`src/rtl/step_run_pkg.sv`:
```
`default_nettype none
// ============================================================================
//  Module      : step_run_pkg
//  Description : Shared types and default constants for the step/run
//                front-panel controller.
//  Revision    : 1.0 - initial release
// ============================================================================

package step_run_pkg;

    typedef enum logic [1:0] {
        IDLE = 2'd0,
        STEP = 2'd1,
        RUN  = 2'd2,
        DONE = 2'd3
    } ctrl_state_t;

    localparam int DEFAULT_SYNC_STAGES = 2;

endpackage : step_run_pkg

`default_nettype wire

```
`src/rtl/step_run_controller_btn_pulse.sv`:
```
`default_nettype none
// ============================================================================
//  Module      : btn_pulse
//  Description : Synchronises one raw push-button and emits a registered
//                single-cycle pulse on each sampled rising edge.
//  Revision    : 1.0 - initial release
// ============================================================================

module btn_pulse
    import step_run_pkg::*;
#(
    parameter int SYNC_STAGES = DEFAULT_SYNC_STAGES
) (
    input  logic Clk,
    input  logic Reset,
    input  logic BtnRaw,
    output logic Pulse
);

    logic [SYNC_STAGES-1:0] sync_q;
    logic [SYNC_STAGES-1:0] sync_d;
    logic                   level_q;
    logic                   level_d;
    logic                   pulse_q;
    logic                   pulse_d;

    // The last synchroniser stage is the only one safe to consume.
    always_comb begin
        sync_d  = {sync_q[SYNC_STAGES-2:0], BtnRaw};
        level_d = sync_q[SYNC_STAGES-1];
        pulse_d = sync_q[SYNC_STAGES-1] & ~level_q;
    end

    always_ff @(posedge Clk) begin
        if (Reset) begin
            sync_q  <= '0;
            level_q <= 1'b0;
            pulse_q <= 1'b0;
        end else begin
            sync_q  <= sync_d;
            level_q <= level_d;
            pulse_q <= pulse_d;
        end
    end

    assign Pulse = pulse_q;

endmodule : btn_pulse

`default_nettype wire

```
`src/rtl/step_run_controller.sv`:
```
`default_nettype none
// ============================================================================
//  Module      : step_run_controller
//  Description : Front-panel execution controller: turns Step/Run/Halt
//                buttons into the core's clock-enable and counts issued steps.
//  Revision    : 1.0 - initial release
// ============================================================================

module step_run_controller
    import step_run_pkg::*;
#(
    parameter int SYNC_STAGES = DEFAULT_SYNC_STAGES,
    parameter int RATE_DIV    = 4,
    parameter int CNT_W       = 16
) (
    input  logic             Clk,
    input  logic             Reset,
    input  logic             StepBtn,
    input  logic             RunBtn,
    input  logic             HaltBtn,
    input  logic             CpuDone,
    output logic             CpuEn,
    output logic             Running,
    output logic             Halted,
    output logic [CNT_W-1:0] StepCount
);

    localparam int             RATE_W   = (RATE_DIV > 1) ? $clog2(RATE_DIV) : 1;
    localparam logic [RATE_W-1:0] RATE_MAX = RATE_W'(RATE_DIV - 1);

    logic step_pulse;
    logic run_pulse;
    logic halt_pulse;

    ctrl_state_t       state_q;
    ctrl_state_t       state_d;
    logic [RATE_W-1:0] rate_cnt_q;
    logic [RATE_W-1:0] rate_cnt_d;
    logic [CNT_W-1:0]  step_count_q;
    logic [CNT_W-1:0]  step_count_d;

    logic cpu_en;
    logic running;
    logic halted;

    btn_pulse #(.SYNC_STAGES(SYNC_STAGES)) u_step_btn (
        .Clk    (Clk),
        .Reset  (Reset),
        .BtnRaw (StepBtn),
        .Pulse  (step_pulse)
    );

    btn_pulse #(.SYNC_STAGES(SYNC_STAGES)) u_run_btn (
        .Clk    (Clk),
        .Reset  (Reset),
        .BtnRaw (RunBtn),
        .Pulse  (run_pulse)
    );

    btn_pulse #(.SYNC_STAGES(SYNC_STAGES)) u_halt_btn (
        .Clk    (Clk),
        .Reset  (Reset),
        .BtnRaw (HaltBtn),
        .Pulse  (halt_pulse)
    );

    always_ff @(posedge Clk) begin
        if (Reset) begin
            state_q      <= IDLE;
            rate_cnt_q   <= '0;
            step_count_q <= '0;
        end else begin
            state_q      <= state_d;
            rate_cnt_q   <= rate_cnt_d;
            step_count_q <= step_count_d;
        end
    end

    // A pending done or halt in IDLE outranks Run/Step and simply swallows them.
    always_comb begin
        state_d    = state_q;
        rate_cnt_d = rate_cnt_q;
        case (state_q)
            IDLE: begin
                if (CpuDone || halt_pulse) begin
                    state_d = IDLE;
                end else if (run_pulse) begin
                    state_d    = RUN;
                    rate_cnt_d = '0;
                end else if (step_pulse) begin
                    state_d = STEP;
                end
            end
            STEP: begin
                state_d = CpuDone ? DONE : IDLE;
            end
            RUN: begin
                if (CpuDone) begin
                    state_d    = DONE;
                    rate_cnt_d = '0;
                end else if (halt_pulse) begin
                    state_d    = IDLE;
                    rate_cnt_d = '0;
                end else if (rate_cnt_q == RATE_MAX) begin
                    rate_cnt_d = '0;
                end else begin
                    rate_cnt_d = rate_cnt_q + RATE_W'(1);
                end
            end
            DONE: begin
                state_d = DONE;
            end
            default: begin
                state_d    = IDLE;
                rate_cnt_d = '0;
            end
        endcase
    end

    always_comb begin
        cpu_en  = 1'b0;
        running = 1'b0;
        halted  = 1'b0;
        case (state_q)
            STEP: cpu_en = 1'b1;
            RUN: begin
                running = 1'b1;
                cpu_en  = (rate_cnt_q == RATE_MAX);
            end
            DONE: halted = 1'b1;
            default: begin
                cpu_en  = 1'b0;
                running = 1'b0;
                halted  = 1'b0;
            end
        endcase
    end

    always_comb begin
        step_count_d = step_count_q;
        if (cpu_en) begin
            step_count_d = step_count_q + CNT_W'(1);
        end
    end

    assign CpuEn     = cpu_en;
    assign Running   = running;
    assign Halted    = halted;
    assign StepCount = step_count_q;

endmodule : step_run_controller

`default_nettype wire
```
`config.mk`:
```
export PLATFORM = sky130hd
export DESIGN_NAME = step_run_controller
export DESIGN_NICKNAME = d
export VERILOG_FILES = /design/src/rtl/step_run_pkg.sv /design/src/rtl/step_run_controller_btn_pulse.sv /design/src/rtl/step_run_controller.sv
export SDC_FILE = /design/constraint.sdc
export NUM_CORES = 1
export LEC_CHECK = 0
export CAP_MARGIN = 20
export CORE_MARGIN = 5
export CORE_UTILIZATION = 57
export CTS_BUF_LIST = sky130_fd_sc_hd__clkbuf_8
export CTS_CLUSTER_DIAMETER = 150
export DETAILED_ROUTE_END_ITERATION = 6
export PLACE_DENSITY_LB_ADDON = 0.08
export SYNTH_ARGS = -nofsm -noshare
export SYNTH_HDL_FRONTEND = slang
export SYNTH_SLANG_ARGS = --single-unit
```
`constraint.sdc`:
```
create_clock -name Clk -period 3.45 [get_ports Clk]
set_input_delay 0.8625 -clock Clk [delete_from_list [all_inputs] [get_ports Clk]]
set_output_delay 0.8625 -clock Clk [all_outputs]
set_load 0.1 [all_outputs]
```
==> flow_summary.json <==
{
  "drc": 0,
  "antenna_found_initial": 0,
  "final.min_clock_period_ns": 2.57,
  "dp.final_hpwl_um": 1820,
  "p_int_uw": 560,
  "switching_power_uw": 183,
  "dieArea_mm2": 0.00338,
  "synth.most_common_cell": "dfxtp_1",
  "ctsHtreeMaxLevel": 2,
  "cts_buffers": 5,
  "worst_pin_slew_ns": 1.01,
  "path_clk_slew_ns": 0.06,
  "synth_top_area_cell": "dfxtp_1",
  "via_per_inst": 5.44,
  "worstPathRequired_ns": 2.59,
  "ys_warn_count": 0,
  "slew_violations": 0,
  "pwr-share-clk_pct": 38.0,
  "synth_edf_count": 0,
  "crit_chain": "inv_1 > ha_1 > a21o_1 > nand2_1 > inv_1 > buf_4",
  "cp_common_cell": "inv_1",
  "post_cts_buffers": 0,
  "grt_pass1_wl_um": 4310,
  "worst_setup_path_end_kind": "primary output",
  "synth_seq_cells": 32,
  "switching_share_pct": 24.6,
  "hold_path_class": "flop to flop",
  "port-buffer-count": 24,
  "setup_viol": 0,
  "core_area_mm2": 0.00221,
  "worst-path-buf-inv": 3,
  "post_cts_resize_count": 0,
  "timing.final.crit_share_pct": 74.4,
  "synth_top_cell_area_share_pct": 48.6,
  "arrival_ns": 1.70,
  "cts_sinks": 32,
  "p_comb_share_pct": 10.6,
  "max_slew_margin_pct": 32.6,
  "place.gp.congestion": 0.720,
  "critPathKind": "flop to primary output",
  "syn_nets": 153,
  "nets": 179,
  "synth_seq_area_share_pct": 48.6,
  "peakVddDrop_uv": 441,
  "ys.flop_type": "dfxtp_1",
  "crit_path_max_incr_delay_ns": 0.33,
  "die_y_um": 58.1,
  "fmax_mhz": 390,
  "cp_slowest_cell": "dfxtp_1",
  "hold_ws_ns": 0.387,
  "min_from": "u_halt_btn.level_q",
  "first_global_vias": 1030,
  "hold_depth": 1,
  "root_buffer": "clkbuf_8",
  "syn_avg_cell_area_um2": 9.35,
  "initialDrtViolationCount": 24,
  "fin_skew_ns": 0.00604,
  "track_usage_pct": 17.0,
  "cp_max_fo": 7,
  "p_leak_nw": 0.648,
  "r2r_setup_slack_ns": 1.13,
  "setup_tns_ns": 0,
  "ys_top_cells_by_count": "dfxtp_1, nor2b_1, a21oi_1",
  "drt-total-wl_um": 2520,
  "status": "completed",
  "hold_buffers": 0,
  "seq_power_share_pct": 51.4,
  "io_pins": 25,
  "wl_per_cell_um": 12.8,
  "async_flop_share_pct": 0,
  "initial_core_util_pct": 59.6,
  "ys_types": 33,
  "syn-cell-area_mm2": 0.00132,
  "vias": 1067,
  "grt_max_degree": 30,
  "synthTopCellsByArea": "dfxtp_1, nor2b_1, ha_1",
  "drv_cap": 0,
  "rr_worst_depth": 6,
  "clk_latency_ns": 0.28,
  "rsz0062_at_grt": "false",
  "reg2reg_to": "StepCount[15]",
  "areaGrowthSynthToFinish_pct": 22.6,
  "syn_inst": 141,
  "hold_viol_final": 0,
  "cts_tree": "yes",
  "std_cell_rows": 17,
  "diodes": 0,
  "whs_endpoint": "u_halt_btn.Pulse",
  "critPathTopFamily": "buffers and inverters",
  "start_kind": "flop",
  "ant_nets": 0,
  "p_per_area_mw_per_mm2": 460,
  "regToRegStartpoint": "state_q[0]",
  "first_pass_iters": 4,
  "grt_overflow": 0,
  "drive_above_1_share_pct": 17.3,
  "die_w_um": 58.1,
  "clockBufferDepth": 2
}
## layer usage
layer  GRT usage, %  up-vias  share of wire, %
met1           17.3      495                42
met3           7.80        5               5.9
met4           5.96        0               1.5
li1               -      539                 -
met2           30.5       28                50
met5              0        -                 0
## logic make-up (layout without fill, tap and decap cells)
group | Yosys count | count (layout) | synth area share, %
xor+xnor | 7 | 7 | 4.65
simple gates | 60 | 60 | 26.3
compound gates | 26 | 26 | 11.4
fa+ha+maj | 6 | 6 | 5.69
buf+inv | 9 | 36 | 2.66
flops | 32 | 32 | 48.6
mux | 1 | 1 | 0.759
## worst reg2reg max path, stage by stage (launching register included)
cell	delay, ns
dfxtp_1	0.36
inv_1	0.10
ha_1	0.41
nand4_2	0.19
or4b_1	0.66
or3_1	0.39
a21oi_1	0.14
## worst max path at each step
stage / from / to / cells after the start
global route: state_q[0] / CpuEn / 6
global placement: CpuDone / rate_cnt_q[0] / 4
detailed placement: Reset / u_step_btn.Pulse / 3
CTS: state_q[0] / CpuEn / 6
finish: state_q[0] / CpuEn / 6
floorplan: state_q[0] / CpuEn / 5
## state kept, by name (all words and copies together), names as in the netlist
name	count
u_halt_btn.level_q	1
state_q	2
u_step_btn.sync_q	2
u_halt_btn.Pulse	1
u_run_btn.sync_q	2
u_step_btn.level_q	1
u_run_btn.Pulse	1
rate_cnt_q	2
u_halt_btn.sync_q	2
u_step_btn.Pulse	1
StepCount	16
u_run_btn.level_q	1
## metrics by stage
step                      utilization, %  instances  total power [mW]  setup slack [ns]  cell area (µm²)
final                               73.1        196             0.743             0.883             1620
after global routing                73.1        196             0.776             0.719             1620
after CTS                           73.1        196             0.750             0.843             1620
after detailed placement            69.0        188             0.470             0.987             1530
after global placement              69.0        188             0.466              1.07             1530
after floorplan                        -        141             0.449             0.353             1320
## layout make-up
type / count / area [µm²]
sequential: 32 / 641
multi-input combinational: 100 / 643
timing repair buffer: 24 / 193
clock inverter: 2 / 7.51
inverter: 4 / 15.0
tap: 28 / 35.0
clock buffer: 6 / 82.6
fill: 185 / 596
## power by group through the flow
stage | registers [mW] | logic [mW] | clock network (mW)
finish | 0.382 | 0.0790 | 0.282
global route | 0.383 | 0.0858 | 0.308
CTS | 0.382 | 0.0793 | 0.289
detailed placement | 0.390 | 0.0791 | 0
global placement | 0.390 | 0.0765 | 0
floorplan | 0.394 | 0.0553 | 0
## layout by cell type, fill, tap and decap left out, types with 3 or more instances in the layout
cell,netlist,routed
clkdlybuf4s50_1,0,5
dfxtp_1,32,32
a21oi_1,12,12
nand2_1,7,7
xnor2_1,5,5
nor2b_1,14,14
buf_4,0,19
or3_1,7,7
nand4_1,3,3
nor2_1,11,11
ha_1,6,6
inv_1,4,6
nand3_1,5,5
clkbuf_8,0,6
o21ai_0,8,8
(Power assumes the default switching activity.)
